$ cat src/rtl/buffer_rr_arbiter.sv
// Round-robin arbiter feeding one shared registered buffer stage with a valid/ready output.
// Also counts accepted transfers modulo 2^CW.
module buffer_rr_arbiter #(
    parameter int unsigned NREQ = 4,
    parameter int unsigned DW   = 8,
    parameter int unsigned CW   = 16
) (
    input  logic                     clk,
    input  logic                     rst,
    input  logic [NREQ-1:0]          req,
    input  logic [NREQ*DW-1:0]       req_data,
    output logic [NREQ-1:0]          gnt,
    output logic                     out_valid,
    output logic [DW-1:0]            out_data,
    output logic [$clog2(NREQ)-1:0]  out_src,
    input  logic                     out_ready,
    output logic [CW-1:0]            xfer_cnt
);

    localparam int unsigned SW = $clog2(NREQ);

    logic [SW-1:0] ptr;
    logic [SW-1:0] winner;
    logic [SW-1:0] idx;
    logic          found;
    logic          free;
    logic          accept;

    // Scan from ptr upward with natural power-of-two wrap; first requester wins.
    always_comb begin
        found  = 1'b0;
        winner = '0;
        idx    = '0;
        for (int unsigned i = 0; i < NREQ; i++) begin
            idx = ptr + SW'(i);
            if (!found && req[idx]) begin
                found  = 1'b1;
                winner = idx;
            end
        end
        free   = !out_valid || out_ready;
        accept = free && found && !rst;
        gnt    = '0;
        if (accept) begin
            gnt[winner] = 1'b1;
        end
    end

    // Buffer, priority pointer and transfer counter.
    always_ff @(posedge clk) begin
        if (rst) begin
            out_valid <= 1'b0;
            out_data  <= '0;
            out_src   <= '0;
            xfer_cnt  <= '0;
            ptr       <= '0;
        end else if (accept) begin
            out_valid <= 1'b1;
            out_data  <= req_data[32'(winner)*DW +: DW];
            out_src   <= winner;
            xfer_cnt  <= xfer_cnt + CW'(1);
            ptr       <= winner + SW'(1);
        end else if (out_ready) begin
            out_valid <= 1'b0;
        end
    end

endmodule

$ cat config.mk
export PLATFORM = sky130hd
export DESIGN_NAME = buffer_rr_arbiter
export DESIGN_NICKNAME = d
export VERILOG_FILES = /design/src/rtl/buffer_rr_arbiter.sv
export SDC_FILE = /design/constraint.sdc
export NUM_CORES = 1
export LEC_CHECK = 0
export ABC_AREA = 1
export CAP_MARGIN = 30
export CORE_MARGIN = 5
export CORE_UTILIZATION = 40
export CTS_CLUSTER_DIAMETER = 80
export DETAILED_ROUTE_END_ITERATION = 6
export PLACE_DENSITY = 0.7
export SYNTH_ARGS = -nofsm -noshare
export SYNTH_HDL_FRONTEND = slang
export SYNTH_SLANG_ARGS = --single-unit
export TNS_END_PERCENT = 20
$ cat constraint.sdc
create_clock -name clk -period 2.8 [get_ports clk]
set_clock_uncertainty 0.15 [all_clocks]
set_input_delay 0.56 -clock clk [delete_from_list [all_inputs] [get_ports clk]]
set_output_delay 0.56 -clock clk [all_outputs]
set_load 0.005 [all_outputs]
==> impl_metrics.env, run 1 <==
export IMPL_status="finished, final reports clean"
export IMPL_finalNetCount=456
export IMPL_endpoint_kind="output port"
export IMPL_dr_first_iter_drc_count=149
export IMPL_dieHeight_um=79.8
export IMPL_p_int_mw=1.51
export IMPL_fmax_ghz=0.371
export IMPL_drt_first_pass_iters=4
export IMPL_synth_distinct_cells=30
export IMPL_layout_drive_gt1_share_pct=18.0
export IMPL_synth_edf_count=0
export IMPL_antennaDiodeCount=0
export IMPL_yosys_warnings=0
export IMPL_avgSynthCellArea_um2=6.00
export IMPL_critPathArrivalTime_ns=1.99
export IMPL_irDropWorstVdd_mv=0.521
export IMPL_clockBufferDepth=2
export IMPL_routedWlPerCell_um=11.7
export IMPL_synth_seq_cells=29
export IMPL_min_path_type="reg2reg"
export IMPL_final_hold_violation_count=0
export IMPL_first_global_vias=2181
export IMPL_ys_seq_area_share_pct=29.8
export IMPL_drtAntennaViolNets=0
export IMPL_synth_most_common_cell="nand2_1"
export IMPL_ys_async_sr_fraction_pct=0
export IMPL_clk_pin_slew_worst_paths_ns=0.06
export IMPL_placementRows=25
export IMPL_htreeDepth=2
export IMPL_final_util_pct=63.0
export IMPL_combPwrFrac_pct=65.4
export IMPL_grt_busiest_layer="met2"
export IMPL_met2_usage_pct=31.2
export IMPL_grt_ovfl_total=0
export IMPL_dieWidth_um=79.8
export IMPL_regToRegSetupSlack_ns=0.17
export IMPL_hold_path_depth=2
export IMPL_p_total_mw=2.67
export IMPL_p_leak_nw=1.32
export IMPL_fin_crit_sh_pct=96.3
export IMPL_worstSetupPathType="in2out"
export IMPL_syn2layout_area_growth_pct=52.6
export IMPL_power_switching_mw=1.15
export IMPL_grt_max_degree=28
export IMPL_start_util_pct=41.3
export IMPL_synthesis_instances=325
export IMPL_grt_pass1_wl_um=9450
export IMPL_drc=0
export IMPL_start_kind="input pin"
export IMPL_crit_fanout=3
export IMPL_setup_violations=0
export IMPL_detail_route_vias_per_cell=4.71
export IMPL_swShare_pct=43.2
export IMPL_global_route_usage_met3_pct=6.66
export IMPL_period_needed_ns=2.70
export IMPL_ys_flop_type="dfxtp_1"
export IMPL_finalWeightedCongestion=0.932
export IMPL_portBuffers=69
export IMPL_insertion_delay_ns=0.28
export IMPL_reg2regPathDepth=20
export IMPL_pwr_share_seq_pct=22.0
export IMPL_numClockSinks=29
export IMPL_vias=2281
export IMPL_wl_um=5660
export IMPL_slew_headroom_pct=65.0
export IMPL_pwr_share_clk_pct=12.6
export IMPL_numCtsBuffers=5
export IMPL_drv_slew=0
export IMPL_pin_count=70
export IMPL_core_um2=4720
export IMPL_cts_tree="yes"
export IMPL_yosys_area_top_type="dfxtp_1"
export IMPL_synth_area_um2=1950
export IMPL_dieArea_um2=6370
export IMPL_p_per_area_nw_per_um2=896
export IMPL_grt_antenna_before_repair=0
export IMPL_hold_buffers=0
export IMPL_maxCapViolCount=0
export IMPL_dp_hpwl_um=4090
export IMPL_grt_usage_pct=18.6
export IMPL_cp_required_ns=2.09
export IMPL_synthDominantCellAreaShare_pct=29.8
export IMPL_synth_area_top_cells="dfxtp_1, nand2_1, nand3_1"
export IMPL_tightestPinTransition_ns=0.522
export IMPL_cts_root_buf="clkbuf_8"
export IMPL_synth_nets=365
export IMPL_synthTopCellsByCount="nand2_1, nand3_1, inv_1"
export IMPL_grtUsageMet1_pct=21.9
## layout by cell type (no fill, tap or decap), types with 3 or more instances in the layout
| cell | count |
|---|---|
| nor2_1 | 34 |
| nand3_1 | 39 |
| nand3_2 | 8 |
| inv_2 | 7 |
| nor3_1 | 5 |
| dlygate4sd2_1 | 5 |
| nand2_1 | 97 |
| o21ai_0 | 8 |
| nand2_2 | 11 |
| xor2_1 | 3 |
| clkinv_2 | 3 |
| inv_1 | 34 |
| clkbuf_8 | 5 |
| a21oi_1 | 15 |
| dfxtp_1 | 27 |
| clkdlybuf4s50_1 | 61 |
| buf_4 | 26 |
## layout make-up
| class | instances | area, um^2 |
|---|---|---|
| fillers | 430 | 1750 |
| multi-input cells | 240 | 1170 |
| repair buffers | 96 | 876 |
| flip-flops and latches | 29 | 586 |
| inverters | 44 | 169 |
| well taps | 67 | 83.8 |
| clock buffers | 5 | 68.8 |
| clock inverters | 3 | 17.5 |
## routing by layer
layer  up-vias  wire (um)
met4         0        109
met5         -          0
met2        81       2680
li1       1203          -
met3        11        469
met1       986       2400
## power groups by stage
stage | Clock [mW] | Combinational (mW) | Sequential (mW)
after floorplan | 0 | 0.908 | 0.574
after global routing | 0.368 | 1.93 | 0.601
after detailed placement | 0 | 1.36 | 0.586
after global placement | 0 | 1.35 | 0.582
final | 0.336 | 1.74 | 0.587
after CTS | 0.342 | 1.66 | 0.581
## flip-flops by register name (all words and copies together) (netlist names)
signal	cells
out_src	2
ptr	2
out_data	8
out_valid	1
xfer_cnt	16
## path summary, 6_finish.rpt
path	start	endpoint
max	req[2]	gnt[2]
min	out_data[5]	out_data[5]
max reg2reg	ptr[0]	out_data[2]
min reg2reg	out_data[5]	out_data[5]
## critical path, stage by stage
cell and delay [ns]:
dlygate4sd2_1 0.25, inv_2 0.07, nand2_2 0.07, nand3_2 0.10, nand2_4 0.07, nor2_4 0.12, nand3_1 0.09, nand2_2 0.09
nand2_2 0.07, buf_4 0.14, nand3_2 0.07, inv_1 0.04, dlygate4sd2_1 0.25
## cells by family (layout without fill, tap and decap cells)
kind of cell / after synthesis / after routing / synth area share, %
simple gates: 205 / 205 / 45.4
flops: 29 / 29 / 29.8
fa+ha+maj: 1 / 1 / 0.642
buf+inv: 56 / 148 / 13.7
xor+xnor: 5 / 5 / 2.25
compound gates: 29 / 29 / 8.22
## repair_timing
action | 4_1_cts | 5_1_grt
endpoints found under the setup margin | 4 | 10
pin swaps | 8 | 4
buffers inserted | 14 | 1
gates resized for setup | 35 | 11
hold endpoints to repair | 0 | 0
## metrics by stage
stage | std cells | hold slack [ns] | setup TNS, ns | instance area [um^2] | worst slack (ns)
after global routing | 484 | 0.349 | -0.0483 | 2970 | -0.0301
after floorplan | 325 | 0.310 | 0 | 1950 | 0.511
final | 484 | 0.322 | 0 | 2970 | 0.103
after global placement | 461 | 0.306 | -1.35 | 2710 | -0.355
after CTS | 483 | 0.325 | 0 | 2940 | 0.0138
after detailed placement | 461 | 0.311 | -1.56 | 2710 | -0.411
No activity file was read; power rests on OpenSTA's default activity.
==> run 2: changes to the inputs <==
Settings changed: TNS_END_PERCENT 20 to 100.
==> run 2 against run 1 <==
Hold slack about the same. Critical path type is now reg2out. Critical endpoint is now gnt[1]. Power rose by 0.19%. Final cell count rose by 0.21%. Global-route usage is the same. Utilization increased by 0.079 points. Critical path depth shrank 1. Worst setup slack worse by 0.014 ns. Register-to-register slack got worse by 0.02 ns. First-iteration DRC count is 11% lower.
==> impl_metrics.env, run 2 (same netlist as run 1, synthesis figures left out) <==
export IMPL_finalNetCount=457
export IMPL_finalWeightedCongestion=0.932
export IMPL_top_register="xfer_cnt"
export IMPL_setup_violations=0
export IMPL_start_util_pct=41.3
export IMPL_vias=2295
export IMPL_routedWlPerCell_um=11.7
export IMPL_numCtsBuffers=5
export IMPL_dp_hpwl_um=4090
export IMPL_dieWidth_um=79.8
export IMPL_tns_ns=0
export IMPL_first_global_vias=2181
export IMPL_maxCapViolCount=0
export IMPL_detail_route_vias_per_cell=4.73
export IMPL_fmax_ghz=0.369
export IMPL_crit_family="simple AND/OR/NAND/NOR gates"
export IMPL_clk_pin_slew_worst_paths_ns=0.06
export IMPL_pin_count=70
export IMPL_worstPathCellList="buf_4 > nand2_1 > nand2_1 > nand2_1 > nand2_2 > nor2_4 > buf_4 > nand3_1 > nand3_2 > buf_4 > nor3_4 > buf_2"
export IMPL_cp_required_ns=2.09
export IMPL_dieHeight_um=79.8
export IMPL_critPathArrivalTime_ns=2.00
export IMPL_status="finished, final reports clean"
export IMPL_crit_slowest_cell="dfxtp_4"
export IMPL_crit_fanout=6
export IMPL_p_leak_nw=1.33
export IMPL_largest_reg_flops=16
export IMPL_slew_headroom_pct=65.2
export IMPL_grt_pass1_wl_um=9450
export IMPL_hold_buffers=0
export IMPL_crit_buf_inv=4
export IMPL_clockBufferDepth=2
export IMPL_numClockSinks=29
export IMPL_htreeDepth=2
export IMPL_final_util_pct=63.0
export IMPL_dieArea_um2=6370
export IMPL_wl_um=5690
export IMPL_p_total_mw=2.67
export IMPL_cts_tree="yes"
export IMPL_final_hold_violation_count=0
export IMPL_final_common_cell="nand2_1"
export IMPL_dr_first_iter_drc_count=132
export IMPL_drv_slew=0
export IMPL_cpPeakStageDelay_ns=0.39
export IMPL_fin_crit_sh_pct=96.8
export IMPL_drc=0
export IMPL_tightestPinTransition_ns=0.519
export IMPL_core_um2=4720
export IMPL_min_path_type="reg2reg"
export IMPL_drtAntennaViolNets=0
export IMPL_worstSetupPathType="reg2out"
export IMPL_endpoint_kind="output port"
export IMPL_portBuffers=69
export IMPL_syn2layout_area_growth_pct=52.8
export IMPL_grt_max_degree=28
export IMPL_timing_hold_ws_ns=0.322
export IMPL_insertion_delay_ns=0.28
export IMPL_top_regs="xfer_cnt x16, out_data x8"
export IMPL_antennaDiodeCount=0
export IMPL_grt_antenna_before_repair=0
export IMPL_final_cell_mix="nand2_1, clkdlybuf4s50_1, nand3_1"
export IMPL_drt_first_pass_iters=6
export IMPL_grt_usage_pct=18.6
export IMPL_start_kind="flip-flop"
export IMPL_cts_root_buf="clkbuf_8"
export IMPL_layout_drive_gt1_share_pct=18.2
export IMPL_irDropWorstVdd_mv=0.524
export IMPL_grt_ovfl_total=0
export IMPL_period_needed_ns=2.71
export IMPL_p_per_area_nw_per_um2=897
export IMPL_fillers=428
export IMPL_placementRows=25
==> run 2: cell count changes in the layout (fill, tap and decap cells not counted), sizes merged <==
| cell | change |
|---|---|
| buf | +1 |
==> run 2: area by class of cell <==
cell class | instances | area [um^2] | share of cell area [%]
tap | 67 | 83.8 | 2.82
inverter | 44 | 169 | 5.67
clock buffer | 5 | 68.8 | 2.31
timing repair buffer | 97 | 880 | 29.5
multi-input combinational | 240 | 1170 | 39.4
clock inverter | 3 | 17.5 | 0.588
sequential | 29 | 586 | 19.7
==> run 2: where the power goes <==
| group | leakage, nW | total [mW] | switching, mW | internal (mW) |
|---|---|---|---|---|
| Sequential | 0.239 | 0.587 | 0.0750 | 0.512 |
| Clock | 0.0439 | 0.336 | 0.165 | 0.171 |
| Combinational | 1.04 | 1.75 | 0.914 | 0.834 |
==> run 2: worst paths after layout <==
kind              depth (start not counted)  slack [ns]           to   startpoint
setup / recovery                         12        0.09       gnt[1]       ptr[0]
hold / removal                            2        0.32  out_data[5]  out_data[5]
hold reg to reg                           2        0.32  out_data[5]  out_data[5]
setup reg to reg                         19        0.15  out_data[2]       ptr[0]
==> run 2: per-layer routing <==
metal | GRT usage (%) | part of all wire, %
met2 | 31.2 | 47
met4 | 6.25 | 2.1
met3 | 6.66 | 8.4
met1 | 21.9 | 42
met5 | 0 | 0
==> run 2: timing repair <==
action,CTS,global route
buffers inserted,14,2
cloned,0,0
setup endpoints to repair,4,10
pin swaps,8,4
gates resized for setup,35,10
endpoints found under the hold margin,0,0
==> run 2: per-stage QoR <==
stage	std cells	cell area (um^2)	worst slack, ns
finish	485	2980	0.0886
global route	485	2980	-0.0361
CTS	483	2940	0.0138
detailed placement	461	2710	-0.411
global placement	461	2710	-0.355
floorplan	325	1950	0.511
==> run 2: tightest hold or removal path, stage by stage, from the launching register on <==
cell	delay (ns)
dfxtp_1	0.31
nand3_1	0.07
nand2_1	0.05
